$ cat config.mk
export PLATFORM = sky130hd
export DESIGN_NAME = leaky_novelty_array
export DESIGN_NICKNAME = d
export VERILOG_FILES = /design/src/rtl/novelty_pkg.sv /design/src/rtl/novelty_weight_ram.sv /design/src/rtl/leaky_novelty_array.sv
export SDC_FILE = /design/constraint.sdc
export NUM_CORES = 1
export LEC_CHECK = 0
export ABC_CLOCK_PERIOD_IN_PS = 7400
export BUFFER_PORTS_ARGS = -buffer_cell sky130_fd_sc_hd__buf_2
export CAP_MARGIN = 15
export CORE_ASPECT_RATIO = 0.8
export CORE_MARGIN = 3
export CORE_UTILIZATION = 35
export DETAILED_ROUTE_END_ITERATION = 8
export PLACE_DENSITY = 0.53
export SKIP_LAST_GASP = 1
export SLEW_MARGIN = 40
export SYNTH_ARGS = -nofsm -noshare
export SYNTH_HDL_FRONTEND = slang
export SYNTH_SLANG_ARGS = --single-unit
$ cat constraint.sdc
create_clock -name clk -period 7.4 [get_ports clk]
set_input_delay 1.48 -clock clk [delete_from_list [all_inputs] [get_ports clk]]
set_output_delay 1.48 -clock clk [all_outputs]
set_load 0.03 [all_outputs]
$ cat src/rtl/novelty_pkg.sv
// Shared widths, default parameters and the event record for the novelty array.
package novelty_pkg;

    localparam int          DEF_N_CH       = 4;
    localparam int          DEF_DATA_W     = 8;
    localparam int          DEF_ACC_W      = 16;
    localparam int          DEF_W_DEPTH    = 16;
    localparam int          DEF_LEAK_SHIFT = 1;
    localparam int          DEF_CMP_LSB    = 4;
    localparam logic [7:0]  DEF_INIT_W     = 8'h10;

    // Channel index width; a single channel still gets a 1-bit index port.
    function automatic int ch_width(input int n_ch);
        return (n_ch > 1) ? $clog2(n_ch) : 1;
    endfunction

    // Weight pointer width; depth is a power of two, so the pointer wraps by overflow.
    function automatic int ptr_width(input int w_depth);
        return (w_depth > 1) ? $clog2(w_depth) : 1;
    endfunction

    localparam int DEF_CH_W = 2;

    // Event record at the default widths: channel that fired and its compared slice.
    typedef struct packed {
        logic [DEF_CH_W-1:0]   ch;
        logic [DEF_DATA_W-1:0] slice;
    } evt_rec_t;

endpackage

$ cat src/rtl/novelty_weight_ram.sv
// Single-port weight store with synchronous read; a write owns the port for its cycle.
module novelty_weight_ram
    import novelty_pkg::*;
#(
    parameter int               CH_W   = 2,
    parameter int               PTR_W  = 4,
    parameter int               DATA_W = 8,
    parameter logic [DATA_W-1:0] INIT_W = 8'h10
) (
    input  logic                    clk,
    input  logic                    we,
    input  logic                    re,
    input  logic [CH_W+PTR_W-1:0]   addr,
    input  logic [DATA_W-1:0]       wdata,
    output logic [DATA_W-1:0]       rdata
);

    // Address is {ch, ptr}; rows for channel indices >= N_CH are never written or read.
    localparam int DEPTH = 1 << (CH_W + PTR_W);

    // Power-up contents come from the declaration; reset never touches the weights.
    logic [DATA_W-1:0] mem [0:DEPTH-1] = '{default: INIT_W};

    // Write wins over read on the single port.
    always_ff @(posedge clk) begin
        if (we) begin
            mem[addr] <= wdata;
        end else if (re) begin
            rdata <= mem[addr];
        end
    end

endmodule

$ cat src/rtl/leaky_novelty_array.sv
// Multi-channel leaky energy integrator with per-channel novelty flags and a
// one-deep ready/valid event register reporting novelty rising edges.
module leaky_novelty_array
    import novelty_pkg::*;
#(
    parameter int                N_CH       = DEF_N_CH,
    parameter int                DATA_W     = DEF_DATA_W,
    parameter int                ACC_W      = DEF_ACC_W,
    parameter int                W_DEPTH    = DEF_W_DEPTH,
    parameter int                LEAK_SHIFT = DEF_LEAK_SHIFT,
    parameter int                CMP_LSB    = DEF_CMP_LSB,
    parameter logic [DATA_W-1:0] INIT_W     = DEF_INIT_W,
    localparam int               CH_W       = ch_width(N_CH),
    localparam int               PTR_W      = ptr_width(W_DEPTH)
) (
    input  logic              clk,
    input  logic              reset_n,
    input  logic              in_valid,
    output logic              in_ready,
    input  logic [DATA_W-1:0] in_data,
    input  logic [CH_W-1:0]   in_ch,
    input  logic              soft_clr,
    input  logic              w_we,
    input  logic [CH_W-1:0]   w_ch,
    input  logic [PTR_W-1:0]  w_addr,
    input  logic [DATA_W-1:0] w_data,
    output logic [N_CH-1:0]   novel,
    output logic              evt_valid,
    input  logic              evt_ready,
    output logic [CH_W-1:0]   evt_ch,
    output logic [DATA_W-1:0] evt_slice,
    output logic [N_CH-1:0]   sat,
    output logic [7:0]        drop_cnt
);

    localparam logic [CH_W:0] N_CH_L = (CH_W + 1)'(N_CH);

    logic [N_CH-1:0][ACC_W-1:0] energy;
    logic [N_CH-1:0][PTR_W-1:0] ptr;

    logic                    accept;
    logic                    in_rng;
    logic                    w_rng;
    logic                    ram_we;
    logic                    ram_re;
    logic [CH_W+PTR_W-1:0]   ram_addr;
    logic [DATA_W-1:0]       weight;

    logic                    upd_valid;
    logic [CH_W-1:0]         upd_ch;
    logic [DATA_W-1:0]       upd_data;

    logic [ACC_W-1:0]        e_cur;
    logic [ACC_W:0]          sum;
    logic                    upd_sat;
    logic [ACC_W-1:0]        e_new;
    logic [DATA_W-1:0]       slice;
    logic                    hit;
    logic                    rise;
    logic                    can_load;

    // Weight writes and clears own the cycle, so samples are refused then.
    assign in_ready = ~w_we & ~soft_clr;
    assign accept   = in_valid & in_ready;
    assign in_rng   = ({1'b0, in_ch} < N_CH_L);
    assign w_rng    = ({1'b0, w_ch} < N_CH_L);
    assign ram_we   = w_we & w_rng;
    assign ram_re   = accept & in_rng;
    assign ram_addr = w_we ? {w_ch, w_addr} : {in_ch, ptr[in_ch]};

    novelty_weight_ram #(
        .CH_W   (CH_W),
        .PTR_W  (PTR_W),
        .DATA_W (DATA_W),
        .INIT_W (INIT_W)
    ) u_weights (
        .clk   (clk),
        .we    (ram_we),
        .re    (ram_re),
        .addr  (ram_addr),
        .wdata (w_data),
        .rdata (weight)
    );

    // Register the accepted sample; out-of-range channels leave no update behind.
    always_ff @(posedge clk or negedge reset_n) begin
        if (!reset_n) begin
            upd_valid <= 1'b0;
            upd_ch    <= '0;
            upd_data  <= '0;
        end else begin
            upd_valid <= ram_re;
            if (ram_re) begin
                upd_ch   <= in_ch;
                upd_data <= in_data;
            end
        end
    end

    // Leak, integrate with saturation, compare the energy slice against the weight.
    always_comb begin
        e_cur    = energy[upd_ch];
        sum      = (ACC_W + 1)'(e_cur >> LEAK_SHIFT) + (ACC_W + 1)'(upd_data);
        upd_sat  = sum[ACC_W];
        e_new    = upd_sat ? {ACC_W{1'b1}} : sum[ACC_W-1:0];
        slice    = e_new[CMP_LSB +: DATA_W];
        hit      = (slice > weight);
        rise     = upd_valid & ~soft_clr & hit & ~novel[upd_ch];
        can_load = ~evt_valid | evt_ready;
    end

    // Per-channel energy, pointer, novelty and sticky saturation; a clear aborts the update in flight.
    always_ff @(posedge clk or negedge reset_n) begin
        if (!reset_n) begin
            energy <= '0;
            ptr    <= '0;
            novel  <= '0;
            sat    <= '0;
        end else if (soft_clr) begin
            energy <= '0;
            ptr    <= '0;
            novel  <= '0;
            sat    <= '0;
        end else begin
            if (ram_re) begin
                ptr[in_ch] <= ptr[in_ch] + 1'b1;
            end
            if (upd_valid) begin
                energy[upd_ch] <= e_new;
                novel[upd_ch]  <= hit;
                if (upd_sat) begin
                    sat[upd_ch] <= 1'b1;
                end
            end
        end
    end

    // One-deep event register; a rising edge that finds it full and undrained is counted as lost.
    always_ff @(posedge clk or negedge reset_n) begin
        if (!reset_n) begin
            evt_valid <= 1'b0;
            evt_ch    <= '0;
            evt_slice <= '0;
            drop_cnt  <= '0;
        end else begin
            if (rise && can_load) begin
                evt_valid <= 1'b1;
                evt_ch    <= upd_ch;
                evt_slice <= slice;
            end else if (evt_ready) begin
                evt_valid <= 1'b0;
            end
            if (rise && !can_load && (drop_cnt != 8'hFF)) begin
                drop_cnt <= drop_cnt + 8'd1;
            end
        end
    end

endmodule
==> run metrics <==
post-synthesis cell type count=50; adder-cell share of the synthesized area=0.949%; simple-gate share of the synthesized area=6.25%; hold path cells=2; switch share=22.5%; CTS clk-pin slew, worst paths=0.06 ns; vias per cell=5.52; Cell Area, Synth=24500 µm²; Routed Antenna Nets=0; DRC=0; Setup crit end kind=flip-flop; placed cell count=2455; Pleak=0.00949 µW; commonest non-fill, non-tap cell in the layout=edfxtp_1; critical path data required time=7.88 ns; largest net degree at the start of global routing=65; Buf/Inv on CP=1; minimum clock period=5.75 ns; FF-to-FF path depth=17; Hold EP=energy[10]; CP peak stage delay=0.67 ns; Clock Path Buffers=3; post-synthesis compound-gate area fraction=12.2%; Routed WL per cell=24.6 µm; Post-synth ARST share=17.5%; Layout area overhead=14.8%; starting density of the core=35.5%; XOR/XNOR share of the synthesized area=0.786%; RR Endpoint=evt_slice[1]; Max stage delay cell, worst path=dfrtp_1; gp weighted congestion=0.842; Setup TNS Final=0 ns; share of layout cells above drive strength 1=15.9%; vias=14237; worst vdd ir=0.146 mV; htree depth=3; CP Cell Sequence=mux4_2 -> and2_1 -> fa_1 -> a21o_1 -> a21oi_1 -> o21ai_0 -> and2_1 -> o211ai_1 -> xor2_1 -> inv_1 -> ha_1 -> and3_1 -> nand4_1 -> o21ai_0 -> a21oi_1 -> nand3_1 -> mux2_2; r2r setup slk=1.65 ns; number of synthesized flops with an enable pin=520; Top FF cell, synth=edfxtp_1; Comb pwr share=5.8%; cts bufs inserted=68; Startpoint Class=flip-flop; port bufs=53; max-slew violation count=0; global-route wire length before repair=95300 µm; chip width=302 µm; fin crit share=77.6%; mux contribution to synthesized area=2.98%; status=complete, no violations; final std cells w/o fill=2578; relative slew slack=40.0%; Sw Pwr=1740 µW; largest family of logic cells by synthesized area=compound AO/OA/AOI/OAI gates; most frequent cells in the layout=edfxtp_1, a22oi_1, dfrtp_1; DRT iter0 DRCs=1417; Reg power frac=50.4%; grt ovf=0; # fillers=6261; hold_sp=energy[10]; std cell rows=86; measured slew at the worst slew-check pin=0.898 ns; Clock Skews=0.0255 ns; Largest delay share family, worst path=compound AO/OA/AOI/OAI gates; GRT Util Overall=17.4%; Clk pwr share=43.8%; DIE AREA=73300 µm²; TritonCTS clock tree=yes; Setup violations, final=0; vias in the first global route=14358; Post-DP HPWL=39000 µm; Tightest Hold Check Type=flip-flop to flip-flop; post-CTS setup buffer count=0; first-pass iteration count of the detailed router=7; register area share after synthesis=74.9%; clock sink count=630; Die Height=243 µm; endpoints failing hold=0; n_diodes=0; RSZ-0062 raised after global routing=no; Max-cap violations=0; Total Wirelength=63500 µm; Synth Instances=1521; Boundary Pins=58; root buf cell=clkbuf_16; FMAX=174 MHz; Worst-Skew Late Latency=0.60 ns; Placeable Area=69100 µm²; total power=7740 µW; Critical Path AT=6.22 ns; Critical Path Fanout Max=16; Yosys reg bits=630; r2r startpoint=upd_ch[0]; hold_buf cts=0; Post-Syn Area per Cell=16.1 µm²; initial antenna violation count=0; final net count=1649; critical path type=flip-flop to flip-flop; pwr dens=275 nW/µm²; Power Internal=6000 µW; PostCTS Resize Cnt=0; Yosys warnings=0
## final cells by class
class | count | area, µm² | share of cell area [%]
flip-flops and latches | 630 | 18400 | 65.2
multi-input cells | 797 | 5820 | 20.7
clock buffers | 84 | 1860 | 6.59
well taps | 924 | 1160 | 4.11
repair buffers | 84 | 513 | 1.82
clock inverters | 39 | 375 | 1.33
inverters | 20 | 75.1 | 0.267
## flip-flops by register name, summed over array words and instances (netlist names)
register,flops
upd_valid,1
evt_slice,8
evt_ch,2
u_weights.rdata,8
u_weights.mem,512
evt_valid,1
upd_ch,2
drop_cnt,8
novel,4
energy,60
upd_data,8
ptr,16
## stage by stage
stage / area [µm²] / util, % / hold slack, ns / worst slack [ns]
after global placement: 25800 / 37.4 / 0.462 / 1.81
after detailed placement: 25900 / 37.5 / 0.469 / 1.68
after CTS: 28100 / 40.7 / 0.483 / 1.68
final: 28200 / 40.8 / 0.482 / 1.65
after floorplan: 24500 / - / 0.445 / 2.08
after global routing: 28200 / 40.8 / 0.506 / 1.23
## kinds of logic (layout without fill, tap and decap cells)
family / count (synthesis) / after routing
buffers and inverters: 97 / 227
multiplexers: 42 / 42
AO/OA/AOI/OAI: 405 / 405
adder cells (fa/ha/maj): 18 / 18
AND/OR/NAND/NOR: 306 / 306
flip-flops: 630 / 630
XOR/XNOR: 22 / 22
other: 1 / 4
## tightest hold or removal path, cell delays in order, from the launching register on
cell,delay [ns]
dfrtp_1,0.34
nand2_1,0.05
o21ai_0,0.06
## power groups by stage
| stage | registers, µW | logic (µW) | clock network [µW] |
|---|---|---|---|
| after floorplan | 3960 | 241 | 0 |
| after global placement | 3970 | 441 | 0 |
| after detailed placement | 3970 | 450 | 0 |
| after CTS | 3900 | 450 | 3460 |
| after global routing | 3900 | 485 | 3620 |
| final | 3900 | 450 | 3390 |
## worst max-delay path by stage
| stage | from | end | slack [ns] | depth (start not counted) |
|---|---|---|---|---|
| final | upd_ch[0] | evt_slice[1] | 1.65 | 17 |
| after global routing | upd_ch[0] | evt_slice[2] | 1.23 | 17 |
| after CTS | upd_ch[0] | evt_slice[1] | 1.68 | 17 |
| after detailed placement | upd_ch[0] | evt_slice[1] | 1.68 | 17 |
| after global placement | upd_ch[0] | evt_slice[3] | 1.81 | 17 |
| after floorplan | upd_ch[0] | drop_cnt[1] | 2.08 | 20 |
## cell usage after synthesis, types with 8 or more instances
cell | number | area (µm²)
edfxtp_1 | 520 | 15600
a22oi_1 | 246 | 1850
dfrtp_1 | 110 | 2750
nor2_1 | 89 | 334
nand2_1 | 82 | 308
nand4_1 | 54 | 338
a22o_1 | 52 | 455
o21ai_0 | 50 | 250
clkbuf_1 | 40 | 150
nand3_1 | 28 | 140
mux4_2 | 20 | 450
buf_2 | 18 | 90.1
inv_1 | 18 | 67.6
ha_1 | 17 | 213
a221oi_1 | 15 | 131
xnor2_1 | 15 | 131
a21oi_1 | 13 | 65.1
buf_4 | 10 | 75.1
mux2i_1 | 10 | 100
nand2b_1 | 10 | 62.6
a31oi_1 | 8 | 50.1
## metal layers
| layer | part of all wire, % | global-route usage [%] |
|---|---|---|
| met1 | 47 | 26.3 |
| met2 | 44 | 25.1 |
| met3 | 7.6 | 4.12 |
| met5 | 0 | 0 |
| met4 | 2.1 | 4.54 |
Power figures use the tool's default switching activity.
